$ cat src/rtl/uart_tx_arbiter.sv
`default_nettype none
// ============================================================================
//  Module   : uart_tx_arbiter
//  Purpose  : Shares a single uart_tx serializer among NUM_REQ byte
//             requesters using round-robin arbitration. Only one frame is
//             in flight at a time. The arbiter launches a frame with a
//             one-cycle tx_start pulse, watches tx_busy rise and fall, and
//             gives up with a start_err pulse if the serializer never
//             acknowledges the start.
//  Ports    :
//    clk        in   system clock
//    reset_n    in   asynchronous active-low reset
//    req        in   per-requester send request (level)
//    req_data   in   requester i byte in [i*DATA_W +: DATA_W]
//    grant      out  one-hot, one-cycle pulse: byte i accepted
//    tx_start   out  one-cycle start pulse to uart_tx
//    tx_data    out  byte to uart_tx, held from start until frame end
//    tx_busy    in   uart_tx frame in progress
//    arb_busy   out  high whenever the FSM is not idle
//    grant_idx  out  index of the last granted requester
//    start_err  out  one-cycle pulse: tx_busy never rose after tx_start
//  Revision : 1.0  initial release
// ============================================================================
module uart_tx_arbiter #(
    parameter int NUM_REQ       = 4,
    parameter int DATA_W        = 8,
    parameter int START_TIMEOUT = 8
) (
    input  logic                       clk,
    input  logic                       reset_n,
    input  logic [NUM_REQ-1:0]         req,
    input  logic [NUM_REQ*DATA_W-1:0]  req_data,
    output logic [NUM_REQ-1:0]         grant,
    output logic                       tx_start,
    output logic [DATA_W-1:0]          tx_data,
    input  logic                       tx_busy,
    output logic                       arb_busy,
    output logic [$clog2(NUM_REQ)-1:0] grant_idx,
    output logic                       start_err
);

    localparam int IDX_W = $clog2(NUM_REQ);
    localparam int CNT_W = $clog2(START_TIMEOUT);

    localparam logic [1:0] c_ST_IDLE      = 2'd0;
    localparam logic [1:0] c_ST_START     = 2'd1;
    localparam logic [1:0] c_ST_WAIT_BUSY = 2'd2;
    localparam logic [1:0] c_ST_WAIT_DONE = 2'd3;

    localparam logic [IDX_W-1:0] c_LAST_IDX = IDX_W'(NUM_REQ - 1);
    localparam logic [CNT_W-1:0] c_CNT_LAST = CNT_W'(START_TIMEOUT - 1);

    // ------------------------------------------------------------------
    // State and registered outputs
    // ------------------------------------------------------------------
    logic [1:0]         state_q,     state_d;
    logic [IDX_W-1:0]   ptr_q,       ptr_d;
    logic [CNT_W-1:0]   cnt_q,       cnt_d;
    logic [NUM_REQ-1:0] grant_q,     grant_d;
    logic               tx_start_q,  tx_start_d;
    logic [DATA_W-1:0]  tx_data_q,   tx_data_d;
    logic               arb_busy_q,  arb_busy_d;
    logic [IDX_W-1:0]   grant_idx_q, grant_idx_d;
    logic               start_err_q, start_err_d;

    // ------------------------------------------------------------------
    // Requester byte unpacking
    // ------------------------------------------------------------------
    logic [DATA_W-1:0] w_bytes [NUM_REQ];

    for (genvar gi = 0; gi < NUM_REQ; gi++) begin : g_unpack
        assign w_bytes[gi] = req_data[gi*DATA_W +: DATA_W];
    end

    // ------------------------------------------------------------------
    // Round-robin winner search: scan from the pointer upward, wrapping
    // at NUM_REQ. The sum is one bit wider than the index so that the
    // wrap works for non-power-of-two requester counts too.
    // ------------------------------------------------------------------
    logic [IDX_W:0]    w_sum;
    logic [IDX_W-1:0]  w_cand;
    logic              w_found;
    logic [IDX_W-1:0]  w_winner;
    logic [DATA_W-1:0] w_win_data;
    logic [IDX_W-1:0]  w_ptr_next;
    logic              w_launch;
    logic [CNT_W-1:0]  w_cnt_inc;

    always_comb begin
        w_sum      = '0;
        w_cand     = '0;
        w_found    = 1'b0;
        w_winner   = '0;
        w_win_data = '0;
        for (int k = 0; k < NUM_REQ; k++) begin
            w_sum = {1'b0, ptr_q} + (IDX_W+1)'(k);
            if (w_sum >= (IDX_W+1)'(NUM_REQ)) begin
                w_sum = w_sum - (IDX_W+1)'(NUM_REQ);
            end
            w_cand = w_sum[IDX_W-1:0];
            if (!w_found && req[w_cand]) begin
                w_found    = 1'b1;
                w_winner   = w_cand;
                w_win_data = w_bytes[w_cand];
            end
        end
    end

    assign w_ptr_next = (w_winner == c_LAST_IDX) ? '0 : w_winner + IDX_W'(1);
    assign w_launch   = (state_q == c_ST_IDLE) && w_found && !tx_busy;
    assign w_cnt_inc  = cnt_q + CNT_W'(1);

    // ------------------------------------------------------------------
    // State register (plus all registered outputs)
    // ------------------------------------------------------------------
    always_ff @(posedge clk or negedge reset_n) begin
        if (!reset_n) begin
            state_q     <= c_ST_IDLE;
            ptr_q       <= '0;
            cnt_q       <= '0;
            grant_q     <= '0;
            tx_start_q  <= 1'b0;
            tx_data_q   <= '0;
            arb_busy_q  <= 1'b0;
            grant_idx_q <= '0;
            start_err_q <= 1'b0;
        end else begin
            state_q     <= state_d;
            ptr_q       <= ptr_d;
            cnt_q       <= cnt_d;
            grant_q     <= grant_d;
            tx_start_q  <= tx_start_d;
            tx_data_q   <= tx_data_d;
            arb_busy_q  <= arb_busy_d;
            grant_idx_q <= grant_idx_d;
            start_err_q <= start_err_d;
        end
    end

    // ------------------------------------------------------------------
    // Next-state logic
    // ------------------------------------------------------------------
    always_comb begin
        state_d = state_q;
        case (state_q)
            c_ST_IDLE: begin
                if (w_launch) begin
                    state_d = c_ST_START;
                end
            end
            c_ST_START: begin
                state_d = c_ST_WAIT_BUSY;
            end
            c_ST_WAIT_BUSY: begin
                if (tx_busy) begin
                    state_d = c_ST_WAIT_DONE;
                end else if (w_cnt_inc == c_CNT_LAST) begin
                    state_d = c_ST_IDLE;
                end
            end
            c_ST_WAIT_DONE: begin
                if (!tx_busy) begin
                    state_d = c_ST_IDLE;
                end
            end
            default: begin
                state_d = c_ST_IDLE;
            end
        endcase
    end

    // ------------------------------------------------------------------
    // Output / datapath next values. grant and tx_start default to low so
    // they only survive the single START cycle.
    // ------------------------------------------------------------------
    always_comb begin
        grant_d     = '0;
        tx_start_d  = 1'b0;
        start_err_d = 1'b0;
        tx_data_d   = tx_data_q;
        grant_idx_d = grant_idx_q;
        ptr_d       = ptr_q;
        cnt_d       = cnt_q;
        arb_busy_d  = (state_d != c_ST_IDLE);
        case (state_q)
            c_ST_IDLE: begin
                if (w_launch) begin
                    grant_d     = NUM_REQ'(1) << w_winner;
                    tx_start_d  = 1'b1;
                    tx_data_d   = w_win_data;
                    grant_idx_d = w_winner;
                    ptr_d       = w_ptr_next;
                end
            end
            c_ST_START: begin
                cnt_d = '0;
            end
            c_ST_WAIT_BUSY: begin
                if (!tx_busy) begin
                    // The byte is dropped on timeout; the pointer has
                    // already moved past the requester and is not rewound.
                    if (w_cnt_inc == c_CNT_LAST) begin
                        start_err_d = 1'b1;
                        cnt_d       = '0;
                    end else begin
                        cnt_d = w_cnt_inc;
                    end
                end
            end
            default: begin
            end
        endcase
    end

    assign grant     = grant_q;
    assign tx_start  = tx_start_q;
    assign tx_data   = tx_data_q;
    assign arb_busy  = arb_busy_q;
    assign grant_idx = grant_idx_q;
    assign start_err = start_err_q;

endmodule
`default_nettype wire

$ cat config.mk
export PLATFORM = sky130hd
export DESIGN_NAME = uart_tx_arbiter
export DESIGN_NICKNAME = d
export VERILOG_FILES = /design/src/rtl/uart_tx_arbiter.sv
export SDC_FILE = /design/constraint.sdc
export NUM_CORES = 1
export LEC_CHECK = 0
export ABC_AREA = 1
export ABC_CLOCK_PERIOD_IN_PS = 2700
export BUFFER_PORTS_ARGS = -buffer_cell sky130_fd_sc_hd__buf_2
export CAP_MARGIN = 20
export CORE_ASPECT_RATIO = 0.7
export CORE_MARGIN = 10
export CORE_UTILIZATION = 55
export DETAILED_ROUTE_END_ITERATION = 12
export GPL_TIMING_DRIVEN = 0
export MAX_ROUTING_LAYER = met4
export PLACE_DENSITY_LB_ADDON = 0.3
export SYNTH_ARGS = -nofsm -noshare
export SYNTH_HDL_FRONTEND = slang
export SYNTH_SLANG_ARGS = --single-unit
$ cat constraint.sdc
create_clock -name clk -period 2.7 [get_ports clk]
set_input_delay 0.135 -clock clk [delete_from_list [all_inputs] [get_ports clk]]
set_output_delay 0.135 -clock clk [all_outputs]
set_load 0.02 [all_outputs]
==> impl_metrics.tcl <==
set metrics [dict create \
    numClockSinks 24 \
    num_rows 20 \
    setup_viol_count_final 0 \
    worst-path-max-fanout 10 \
    core-area_sq_um 4280 \
    wirelength_mm 6.69 \
    gp_congestion 0.893 \
    die_y_um 75.4 \
    place_area_sq_um 2760 \
    post_drt_wl_per_cell_um 12.4 \
    slew_violations 0 \
    grt_start_max_net_pins 25 \
    crit_end "ptr_q[1]" \
    top_layer "met4" \
    ys_ff_latch 24 \
    tritoncts "built" \
    switching_share 0.567 \
    die_x_um 99.2 \
    rsz0062_at_grt "no" \
    multiInputGateArea_sq_um 1550 \
    synth_seq_area_share 0.249 \
    drive_gt1_frac 0.202 \
    yosysUniqueCellTypes 26 \
    final_cell_area_sq_um 2820 \
    drv_cap 0 \
    fill_cells 419 \
    firstDrtPassIters 5 \
    cts_max_level 1 \
    worst-r2r-cell-count 13 \
    antenna-diode-count 0 \
    antenna_found_initial 0 \
    required_ps 2880 \
    cts_max_path_buffers 2 \
    met2_length_mm 3.19 \
    p_sw_w 0.00199 \
    worst_hold_path_type "in2reg" \
    holdWs_ps 157 \
    layout_setup_ws_ps 506 \
    nNetsFinal 532 \
    post-place-ws_ps 515 \
    critPathArrivalTime_ps 2370 \
    path_clk_slew_ps 80 \
    p_seq_frac 0.161 \
    fmax_ghz 0.456 \
    drt_iter0_markers 246 \
    syn_avg_cell_area_sq_um 5.67 \
    clk_latency_ps 270 \
    port-buffer-count 55 \
    postSynthNetCount 471 \
    viasPerCell 5.24 \
    cts_buffers 3 \
    cp-start-kind "flip-flop" \
    rr_startpoint "ptr_q[0]" \
    status "finished, final reports clean" \
    synthArstFlopShare 1.00 \
    synth_edf_count 0 \
    ant_nets 0 \
    initial_core_util 0.564 \
    vias 2834 \
    pin_count 56 \
    seq_area_sq_um 601 \
    grt_pass1_wl_mm 11.2 \
    r2r-end "ptr_q[1]" \
    synthToLayoutAreaGrowth_pct 17.0 \
    skew_ps 2.27 \
    remaining_drc_errors 0 \
    met1_length_mm 2.90 \
    reg2reg_slack_ps 510 \
    crit_start "ptr_q[0]" \
    die_area_sq_um 7480 \
    period_needed_ps 2190 \
    worst_pin_slew_ps 534 \
    p_int_w 0.00152 \
    grt_pass1_vias 2617 \
    cts-root-buf "clkbuf_8" \
    dr_wl_met3_um 548 \
    syn-instance-count 426 \
    setup_tns_ps 0 \
    ys_warn_count 0 \
    synth_area_sq_um 2410 \
    slew_headroom 0.644 \
    period_share 0.813 \
    vdd_drop_max_mv 0.752 \
    worstSetupEndpointType "flip-flop" \
    finalHoldViolations 0 \
    p_leak_nw 1.79 \
    gr-total-overflow 0 \
    combPwrFrac 0.771 \
    p_clk_frac 0.068 \
    track_usage 0.178 \
    synthFlopType "dfrtp_1" \
    hpwlAfterDp_mm 5.48 \
    criticalPathCategory "reg2reg" \
    power_density_nw_per_um2 1240 \
]
synthesized netlist by cell type, types with 3 or more instances:
library cell / count / area share
o21ai_0: 5 / 0.010
ha_1: 6 / 0.031
nand2_4: 3 / 0.014
buf_4: 3 / 0.0093
buf_6: 6 / 0.028
nand2_2: 7 / 0.018
nand2_1: 260 / 0.40
dfrtp_1: 24 / 0.25
nor2_1: 16 / 0.025
inv_2: 5 / 0.0078
nand4_1: 9 / 0.023
nand3_1: 33 / 0.068
inv_1: 24 / 0.037
buf_2: 10 / 0.021
layout make-up:
| cell class | count | share of cell area |
|---|---|---|
| plain buffers | 21 | 0.0523 |
| clock buffers | 4 | 0.0195 |
| inverters | 30 | 0.0408 |
| multi-input cells | 351 | 0.549 |
| flip-flops and latches | 24 | 0.213 |
| well taps | 55 | 0.0244 |
| repair buffers | 56 | 0.101 |
power by group through the flow:
stage	clock network (W)	registers (W)	logic (W)
3_3_place_gp	0	0.000571	0.00257
4_1_cts	0.000245	0.000568	0.00267
6_report	0.000239	0.000567	0.00271
2_1_floorplan	0	0.000676	0.00194
5_1_grt	0.000258	0.000586	0.00304
3_5_place_dp	0	0.000574	0.00266
cell families (layout without fill, tap and decap cells):
| kind of cell | after synthesis | after routing | synth area share |
|---|---|---|---|
| xor+xnor | 1 | 1 | 0.00363 |
| buf+inv | 51 | 111 | 0.109 |
| compound gates | 10 | 10 | 0.0275 |
| fa+ha+maj | 6 | 6 | 0.0311 |
| mux | 2 | 2 | 0.00829 |
| flops | 24 | 24 | 0.249 |
| simple gates | 332 | 332 | 0.572 |
metrics by stage:
step,std cells,utilization,total power (W)
floorplan,426,-,0.00261
global placement,536,0.644,0.00314
detailed placement,536,0.644,0.00323
CTS,541,0.660,0.00348
global route,541,0.660,0.00388
finish,541,0.660,0.00351
registers in the layout, summed over array words and instances, names as in the netlist:
name / count
tx_start: 1
start_err: 1
ptr_q: 2
grant: 4
state_q: 2
tx_data: 8
grant_idx: 2
arb_busy: 1
cnt_q: 3
layer usage:
layer  global-route usage  up-vias
met1                0.221     1272
met2                0.310      119
met5                    -        -
met3               0.0308       10
met4               0.0206        0
li1                     -     1433
worst max-delay path: stages (launching register included):
cell	delay [ps]
dfrtp_1	380
buf_6	140
inv_4	70
buf_6	130
nand2_1	60
nand3_1	90
nand2_2	100
buf_2	200
o21a_1	210
nand2_1	60
nand3_1	140
inv_1	110
ha_1	230
o21ai_0	190
worst min-delay path by stage:
| stage | endpoint | cells past startpoint | slack [ps] | startpoint |
|---|---|---|---|---|
| 2_1_floorplan | arb_busy | 0 | -160 | reset_n |
| 3_5_place_dp | grant[0] | 1 | 140 | reset_n |
| 3_3_place_gp | grant[1] | 1 | 130 | reset_n |
| 6_report | state_q[0] | 3 | 160 | tx_busy |
| 4_1_cts | state_q[0] | 3 | 150 | tx_busy |
| 5_1_grt | state_q[0] | 3 | 170 | tx_busy |
timing repair:
item                                    CTS  global route
endpoints found under the setup margin    0             0
hold buffers                              1             0
buffers inserted                          0             0
hold endpoints to repair                 24             0
resized for setup                         0             0
placed cells by master (no fill, tap or decap), drive strengths merged, types with 2 or more instances in the layout:
| master | count |
|---|---|
| dfrtp | 24 |
| nor2 | 17 |
| nand4 | 9 |
| buf | 75 |
| clkbuf | 5 |
| o21ai | 7 |
| ha | 6 |
| inv | 30 |
| nand3 | 35 |
| mux2i | 2 |
| a32o | 2 |
| nand2 | 270 |
Power figures use the tool's default switching activity.
